`config.mk`:
```
export PLATFORM = sky130hd
export DESIGN_NAME = countdown_timer_ctrl
export DESIGN_NICKNAME = d
export VERILOG_FILES = /design/src/rtl/timer_pkg.sv /design/src/rtl/countdown_timer_ctrl_tick_prescaler.sv /design/src/rtl/countdown_timer_ctrl.sv
export SDC_FILE = /design/constraint.sdc
export NUM_CORES = 1
export LEC_CHECK = 0
export BUFFER_PORTS_ARGS = -buffer_cell sky130_fd_sc_hd__buf_4
export CORE_UTILIZATION = 53
export DETAILED_ROUTE_END_ITERATION = 16
export HOLD_SLACK_MARGIN = 0.1
export PLACE_DENSITY = 0.76
export SYNTH_ARGS = -nofsm -noshare
export SYNTH_HDL_FRONTEND = slang
export SYNTH_SLANG_ARGS = --single-unit
export TNS_END_PERCENT = 100
```
`constraint.sdc`:
```
create_clock -name clk -period 2.1 [get_ports clk]
set_input_delay 0.42 -clock clk [delete_from_list [all_inputs] [get_ports clk]]
set_output_delay 0.42 -clock clk [all_outputs]
set_load 0.02 [all_outputs]
```
`src/rtl/timer_pkg.sv`:
```
`default_nettype none
// ============================================================================
// Module      : timer_pkg
// Description : Shared definitions for the game countdown timer and the
//               seven-segment display decoder: FSM state encodings, BCD
//               limits and the blank-digit code.
//               Ports: none (package).
// Revision    : 1.0 - initial release
// ============================================================================
package timer_pkg;

   // Countdown sequencer states, 2-bit encoding.
   typedef enum logic [1:0] {
      ST_IDLE  = 2'd0,
      ST_RUN   = 2'd1,
      ST_PAUSE = 2'd2,
      ST_DONE  = 2'd3
   } state_e;

   // Largest legal BCD digit.
   localparam logic [3:0] BCD_MAX   = 4'd9;
   // Digit code the display decoder renders as an unlit digit.
   localparam logic [3:0] BCD_BLANK = 4'hF;

   // Limits a digit to the legal BCD range 0..9.
   function automatic logic [3:0] bcd_clamp(input logic [3:0] d);
      return (d > BCD_MAX) ? BCD_MAX : d;
   endfunction

endpackage
`default_nettype wire

```
`src/rtl/countdown_timer_ctrl_tick_prescaler.sv`:
```
`default_nettype none
// ============================================================================
// Module      : tick_prescaler
// Description : Divides the system clock down to one countdown step.
//               Counts 0..DIV-1 while enabled and flags the terminal count.
//   clk   in  1  system clock
//   reset in  1  synchronous active-high reset, clears the count
//   en    in  1  count enable; the count is held while low
//   clr   in  1  synchronous clear, wins over en
//   tick  out 1  high on the cycle the count equals DIV-1 while enabled
// Revision    : 1.0 - initial release
// ============================================================================
module tick_prescaler #(
   parameter int unsigned DIV = 50_000_000   // must be >= 2
) (
   input  logic clk,
   input  logic reset,
   input  logic en,
   input  logic clr,
   output logic tick
);

   localparam int unsigned CW = (DIV > 1) ? $clog2(DIV) : 1;
   localparam logic [CW-1:0] c_TERM = CW'(DIV - 1);

   logic [CW-1:0] count_q;

   // Combinational so that the consuming logic acts on the same edge where
   // the count wraps back to zero.
   assign tick = en && (count_q == c_TERM);

   always_ff @(posedge clk) begin
      if (reset || clr) begin
         count_q <= '0;
      end else if (en) begin
         count_q <= tick ? '0 : count_q + CW'(1);
      end
   end

endmodule
`default_nettype wire

```
`src/rtl/countdown_timer_ctrl.sv`:
```
`default_nettype none
// ============================================================================
// Module      : countdown_timer_ctrl
// Description : Two-digit BCD countdown sequencer (00..99 s) for the game.
//               Steps once per TICK_DIV clocks while running, handles
//               start / pause / reload and flags expiry to the game FSM.
//   clk          in  1  system clock
//   reset        in  1  synchronous active-high reset, highest priority
//   start        in  1  pulse: load start value and run (IDLE/DONE) or resume (PAUSE)
//   pause        in  1  pulse: toggle RUN <-> PAUSE, ignored in IDLE/DONE
//   reload       in  1  pulse: load start value and return to IDLE
//   timeLeftTen  out 4  tens digit, BCD 0..9
//   timeLeftOne  out 4  ones digit, BCD 0..9
//   running      out 1  high while in RUN
//   timeUp       out 1  single-cycle pulse when the count reaches 00
//   expired      out 1  high while in DONE
// Revision    : 1.0 - initial release
// ============================================================================
module countdown_timer_ctrl
   import timer_pkg::*;
#(
   parameter int unsigned TICK_DIV  = 50_000_000,
   parameter logic [3:0]  START_TEN = 4'd6,
   parameter logic [3:0]  START_ONE = 4'd0
) (
   input  logic       clk,
   input  logic       reset,
   input  logic       start,
   input  logic       pause,
   input  logic       reload,
   output logic [3:0] timeLeftTen,
   output logic [3:0] timeLeftOne,
   output logic       running,
   output logic       timeUp,
   output logic       expired
);

   // Out-of-range start digits are forced to 9 so the display never sees
   // a non-BCD code.
   localparam logic [3:0] c_START_TEN = bcd_clamp(START_TEN);
   localparam logic [3:0] c_START_ONE = bcd_clamp(START_ONE);

   state_e     state_q, state_d;
   logic [3:0] ten_q, ten_d;
   logic [3:0] one_q, one_d;
   logic       timeup_q, timeup_d;
   logic       running_q;
   logic       expired_q;

   logic       w_tick;
   logic       w_presc_en;
   logic       w_presc_clr;

   logic [3:0] w_dec_ten;
   logic [3:0] w_dec_one;
   logic       w_dec_zero;

   // ------------------------------------------------------------------------
   // Step prescaler: runs only in RUN, holds its value through PAUSE.
   // ------------------------------------------------------------------------
   assign w_presc_en = (state_q == ST_RUN);

   tick_prescaler #(
      .DIV (TICK_DIV)
   ) u_prescaler (
      .clk   (clk),
      .reset (reset),
      .en    (w_presc_en),
      .clr   (w_presc_clr),
      .tick  (w_tick)
   );

   // ------------------------------------------------------------------------
   // BCD decrement with a floor at 00: ones borrow from tens, and a count
   // already at 00 (start value 00) stays at 00 instead of wrapping to 99.
   // ------------------------------------------------------------------------
   always_comb begin
      w_dec_ten = ten_q;
      w_dec_one = one_q;
      if (one_q != 4'd0) begin
         w_dec_one = one_q - 4'd1;
      end else if (ten_q != 4'd0) begin
         w_dec_one = BCD_MAX;
         w_dec_ten = ten_q - 4'd1;
      end
      w_dec_zero = (w_dec_ten == 4'd0) && (w_dec_one == 4'd0);
   end

   // ------------------------------------------------------------------------
   // Next-state logic. Priority: reload > start > pause (reset is applied in
   // the register block).
   // ------------------------------------------------------------------------
   always_comb begin
      state_d     = state_q;
      ten_d       = ten_q;
      one_d       = one_q;
      timeup_d    = 1'b0;
      w_presc_clr = 1'b0;

      if (reload) begin
         state_d     = ST_IDLE;
         ten_d       = c_START_TEN;
         one_d       = c_START_ONE;
         w_presc_clr = 1'b1;
      end else begin
         case (state_q)
            ST_IDLE, ST_DONE: begin
               if (start) begin
                  state_d     = ST_RUN;
                  ten_d       = c_START_TEN;
                  one_d       = c_START_ONE;
                  w_presc_clr = 1'b1;
               end
            end
            ST_RUN: begin
               // A step that lands on the prescaler terminal count is
               // applied even when pause arrives in the same cycle.
               if (w_tick) begin
                  ten_d = w_dec_ten;
                  one_d = w_dec_one;
               end
               if (w_tick && w_dec_zero) begin
                  timeup_d = 1'b1;
                  state_d  = ST_DONE;
               end else if (pause) begin
                  // start carries no meaning in RUN, so pause decides.
                  state_d = ST_PAUSE;
               end
            end
            ST_PAUSE: begin
               // start and pause together still resume only once.
               if (start || pause) begin
                  state_d = ST_RUN;
               end
            end
            default: begin
               state_d = ST_IDLE;
            end
         endcase
      end
   end

   // ------------------------------------------------------------------------
   // State, digit and output registers. Status outputs are decoded from the
   // next state so they line up with state_q.
   // ------------------------------------------------------------------------
   always_ff @(posedge clk) begin
      if (reset) begin
         state_q   <= ST_IDLE;
         ten_q     <= c_START_TEN;
         one_q     <= c_START_ONE;
         timeup_q  <= 1'b0;
         running_q <= 1'b0;
         expired_q <= 1'b0;
      end else begin
         state_q   <= state_d;
         ten_q     <= ten_d;
         one_q     <= one_d;
         timeup_q  <= timeup_d;
         running_q <= (state_d == ST_RUN);
         expired_q <= (state_d == ST_DONE);
      end
   end

   assign timeLeftTen = ten_q;
   assign timeLeftOne = one_q;
   assign running     = running_q;
   assign timeUp      = timeup_q;
   assign expired     = expired_q;

endmodule
`default_nettype wire
```
[Yosys cells after proc, flatten, opt, wreduce, memory -nomap -nowiden]
Cells that the tools add are included.
Storage, ports and cells
  flip-flop bits (word level): 39
  bits in latches: 0
  bits in writable memories: 0
  bits in read-only memories: 0
  bits of input ports: 5
  word-level logic and storage cells: 55
  memories kept: 0
Cells by class
  $add $sub $neg: 3
  multipliers: 0
  div/mod/pow operators: 0
  order comparisons: 0
  equal/unequal tests: 8
  shifts and indexed selects: 0
  mux-type cells: 21
  bitwise gates (word level): 1
  reductions and logical operators: 15
Operators by type and width (number)
  $mux W4: 8
  $add A26 B1 Y26 const B: 1
  $eq A26 B26 Y1 const B: 1
  $mux W26: 1
  $pmux W4 S2: 2
  $mux W2: 5
  $logic_not A4 Y1: 2
  $reduce_bool A4 Y1: 2
  $sub A4 B1 Y4 const B: 2
  $eq A2 B2 Y1 const B: 3
  $pmux W2 S3: 1
  $eq A2 B1 Y1 const B: 2
  $mux W1: 4
  $ne A2 B2 Y1 const B: 2
  $reduce_or A2 Y1: 2
  $logic_and A1 B1 Y1: 3
  $reduce_and A3 Y1: 1
  $reduce_or A3 Y1: 1
  $logic_not A2 Y1: 1
  $logic_or A1 B1 Y1: 2
  $reduce_bool A2 Y1: 1
  $not A1 Y1: 1

[Longest topological paths before layout]
  depth after elaboration: 10
  gate-level depth with buffers: 9
  gate-level depth less buffers: 7

[Modules after synthesis]
A second synthesis with hierarchy kept.
Unflattened totals
  cell total of the unflattened synthesis: 261
  area total of the unflattened synthesis: 2160.8 µm²
By module, submodules not included
  tick_prescaler: instances 1, cells each 156, area an instance 1343.8 µm², sequential area each 520.5 µm²
  countdown_timer_ctrl: instances 1, cells each 105, area an instance 817.0 µm², sequential area each 260.2 µm²

[Least setup slack after synthesis]
Ideal clock, no wire load.
  path type: register to register
  from: register u_prescaler.count_q[0]
  to: register one_q[2], in the netlist timeLeftOne[2]
  library setup time: 0.062 ns
  arrival time: 1.994 ns
  data required time: 2.038 ns
  path slack: 0.044 ns
  stages on the path, launching flop included: 8
  buffers on the path: 1
  cells stage by stage: dfxtp_1 -> ha_1 -> and4bb_1 -> nand4_1 -> or4_1 -> buf_2 -> or4_1 -> nand3_1
On the way
  cells in the longest elaborated chain, start to end: 4
Ends and longest elaborated chain
  start, declared: line countdown_timer_ctrl_tick_prescaler.sv:26  | logic [CW-1:0] count_q;
  start signal, assigned: line countdown_timer_ctrl_tick_prescaler.sv:36  | count_q <= tick ? '0 : count_q + CW'(1);
  $eq A26 B26 Y1: line countdown_timer_ctrl_tick_prescaler.sv:30  | assign tick = en && (count_q == c_TERM);
  $logic_and A1 B1 Y1: line countdown_timer_ctrl_tick_prescaler.sv:30
  $ne A2 B2 Y1 (no source line)
  $reduce_and A3 Y1 (no source line)
  end signal, assigned: line countdown_timer_ctrl.sv:151  | one_q <= c_START_ONE;
  end signal, assigned: line countdown_timer_ctrl.sv:158  | one_q <= one_d;
  end, declared: line countdown_timer_ctrl.sv:45  | logic [3:0] one_q, one_d;
No other way between the ends.
A chain may end at the register's enable or synchronous reset.

[Final worst setup path]
  from: register u_prescaler.count_q[1]
  to: register one_q[2], in the netlist timeLeftOne[2]
The elaborated chain is that of the path after synthesis.

==> summary.txt <==
STA
  – Setup violations, final: 0
  – Final period util: 0.934
  – Max-slew headroom: 0.700
  – Slew @ Worst Pin: roughly 0.45 ns
  – Hold Slack: about 0.35 ns
  – Maximum clock rate: just over 500 MHz
  – Clock period minus final worst setup slack: about 2.0 ns
  – Fin. Hold Viols: 0
  – Worst Skew: between 0.01 and 0.015 ns
  – Setup TNS: 0 ns
  – RSZ-0062 raised after global routing: no
  – Pins Over Slew Limit: 0

Floorplanning
  – Die X: ~65 um
  – Initial core utilization: 0.564
  – Std-Cell Rows: 22
  – Die Ht: between 60 and 70 um
  – I/O Pins: 16
  – Core Box Area: ~0.0037 sq mm
  – DIE AREA: roughly 0.0042 sq mm

Global route
  – Largest net degree at the start of global routing: 24
  – Global route overflow: 0
  – Total Routing Usage GR: 0.234
  – Vias in the first global route: between 1500 and 2000
  – Global-route wire length before repair: between 7000 and 8000 um
  – Initial antenna violation count: 0

Clocking
  – TritonCTS clock tree: yes
  – CTS max path bufs: 2
  – Clock buffer count from CTS: 5
  – Worst-skew pair later-pin latency: 0.30 ns
  – CTS hold repair buffers: 0
  – CTS Root Cell: clkbuf_8
  – Clock Sinks: 39
  – Setup Fix Bufs, Post-CTS: 0
  – Clock slew at reported path FFs: around 0.08 ns
  – Htree depth: 2

Worst setup path
  – Worst path max stage delay: 0.52 ns
  – Worst-path cell chain: ha_1 > and4bb_1 > nand4_1 > or4_1 > or4_1 > nand3_1
  – Startpoint types: flop
  – Worst EP arrival: 2.21 ns
  – CP bufs+invs: 0
  – Max FO, Critical Path: 3
  – CP most frequent cell: or4_1
  – Reg-to-reg slack, setup: around 0.14 ns
  – CP max-delay cell: or4_1
  – Top Family by Delay on Critical Path: simple AND/OR/NAND/NOR gates
  – CP endpoint kind: flop
  – CP required: 2.34 ns
  – Critical path class: reg -> reg

Placement
  – Routability Congestion: approximately 0.9
  – Buffers on Ports: 15
  – Post-DP HPWL: between 3000 and 4000 um
  – Placed cells: 326

Logic synthesis
  – Mapped Nets: ~260
  – Post-Syn Area: 0.00211 sq mm
  – Synth unique cells: between 40 and 50
  – Area leader, netlist: dfxtp_1
  – Synthesis-stage register bit count: 39
  – Top cell type's share of synthesized area: 0.370
  – Mapped Cells: between 200 and 300
  – YS warnings: 0
  – Sequential share of the synthesized area: 0.370
  – Main area contributors after synthesis: dfxtp_1, xor2_1, nor2_1, nand3_1, nand4_1
  – Mean Syn Cell Area: roughly 8.3 sq um

Finish
  – Synth-to-Final Area Change: 19.3%
  – Fin util: 0.673
  – Multi-input logic area: approximately 0.0013 sq mm
  – Layout cells sized above 1: 0.196
  – Register area: 782 sq um
  – Fin nets: approximately 300
  – Finished Layout Cells: approximately 330
  – Antenna cells: 0
  – Fill cell total of the finished layout: 338

Detailed routing
  – Vias per cell: approximately 5.8
  – Final ANT Viol Nets: 0
  – DRT iter0 DRCs: ~130
  – Wire length per cell: about 14 um
  – Via Count: 1950
  – DRC: 0
  – First-pass iteration count of the detailed router: 5
  – Drt total wl: roughly 4500 um

Status
  – Status: finished, final reports clean

Min path
  – HP Class: in -> reg

Run
  – Max-capacitance violation count: 0

Power and ir drop
  – Cell area power density: ~600 mW/mm^2
  – Leak pwr: ~0.92 nW
  – Highest ir drop seen on vdd: ~0.45 mV
  – Total power: 1.47 mW
## cells in the final DEF (no fill, tap or decap), types with 2 or more instances in the layout
| cell type | instances |
|---|---|
| nor3b_1 | 2 |
| and3_1 | 2 |
| a311oi_1 | 2 |
| a31oi_1 | 3 |
| clkbuf_8 | 6 |
| ha_1 | 5 |
| and4bb_1 | 2 |
| a41oi_1 | 3 |
| nor4_2 | 4 |
| nor3_1 | 2 |
| nor2_1 | 37 |
| xnor2_1 | 6 |
| or4_1 | 2 |
| dfxtp_1 | 38 |
| xor2_1 | 19 |
| and4_1 | 3 |
| a21oi_1 | 10 |
| o41ai_1 | 2 |
| buf_4 | 33 |
| nand4_1 | 14 |
| nor4_1 | 3 |
| nand3_1 | 20 |
| nand2b_1 | 4 |
| nand2_1 | 18 |
| o211ai_1 | 3 |
| and3_2 | 2 |
| inv_1 | 9 |
| or3_1 | 2 |
| a21boi_0 | 2 |
| and2_1 | 3 |
| o21ai_0 | 4 |
| nand2_2 | 2 |
## sequential cells by signal (all words and copies together), names as in the netlist
signal	flops
expired	1
running	1
state_q	2
timeLeftOne	4
timeLeftTen	4
timeUp	1
u_prescaler.count_q	26
## layout make-up
class                      count  share of cell area
sequential                    39               0.310
inverter                       9              0.0134
clock buffer                   6              0.0328
multi-input combinational    196               0.500
timing repair buffer          34               0.106
clock inverter                 2              0.0139
tap                           48              0.0238
## synth_stat cells (all sizes together)
cell type / n
a2111oi: 1
a211oi: 1
a21boi: 2
a21oi: 10
a311oi: 2
a31oi: 3
a41oi: 3
and2: 3
and3: 4
and4: 4
and4b: 1
and4bb: 2
buf: 1
clkbuf: 9
dfxtp: 39
ha: 5
inv: 9
mux2i: 1
nand2: 20
nand2b: 4
nand3: 20
nand3b: 1
nand4: 14
nor2: 37
nor3: 2
nor3b: 2
nor4: 7
nor4b: 2
o211a: 1
o211ai: 3
o21a: 1
o21ai: 4
o311a: 1
o31a: 1
o32ai: 1
o41ai: 2
or2: 1
or3: 2
or3b: 1
or4: 2
xnor2: 6
xor2: 19
## metrics by stage
step	cell area, sq um	setup WS (ns)
6_report	2520	0.138
5_1_grt	2520	0.0205
4_1_cts	2520	0.110
3_5_place_dp	2400	0.135
3_3_place_gp	2400	0.162
2_1_floorplan	2110	0.0438
## layer usage
metal  share of wire  global-route usage  vias up
li1                -                   -      979
met1            0.48               0.294      925
met2            0.47               0.379       42
met3           0.041              0.0521        4
met4           0.012               0.106        0
met5               0                   0        -
## worst register-to-register path, cell delays in order, from the launching register on
cell and delay (ns):
dfxtp_1 0.37, ha_1 0.19, and4bb_1 0.20, nand4_1 0.12, or4_1 0.43, or4_1 0.52, nand3_1 0.09
## kinds of logic after synthesis
logic type,after synthesis,share of synthesized area
compound gates,36,0.118
buf+inv,19,0.0344
xor+xnor,25,0.104
flops,39,0.370
mux,1,0.00474
fa+ha+maj,5,0.0296
simple gates,129,0.340
## path summary, 6_finish.rpt
kind,from,to,cells after the start
setup / recovery,u_prescaler.count_q[1],timeLeftOne[2],6
hold / removal,pause,running,2
setup reg to reg,u_prescaler.count_q[1],timeLeftOne[2],6
hold reg to reg,u_prescaler.count_q[1],u_prescaler.count_q[1],2
## where the power goes
part / leakage [nW] / internal, mW / switching, mW
Sequential: 0.315 / 0.742 / 0.00246
Clock: 0.0612 / 0.385 / 0.269
Combinational: 0.543 / 0.0305 / 0.0421
Total: 0.919 / 1.16 / 0.314
## timing repair
item	4_1_cts	5_1_grt
setup endpoints to repair	0	2
resized for setup	0	2
endpoints found under the hold margin	0	0
(Power assumes the default switching activity.)
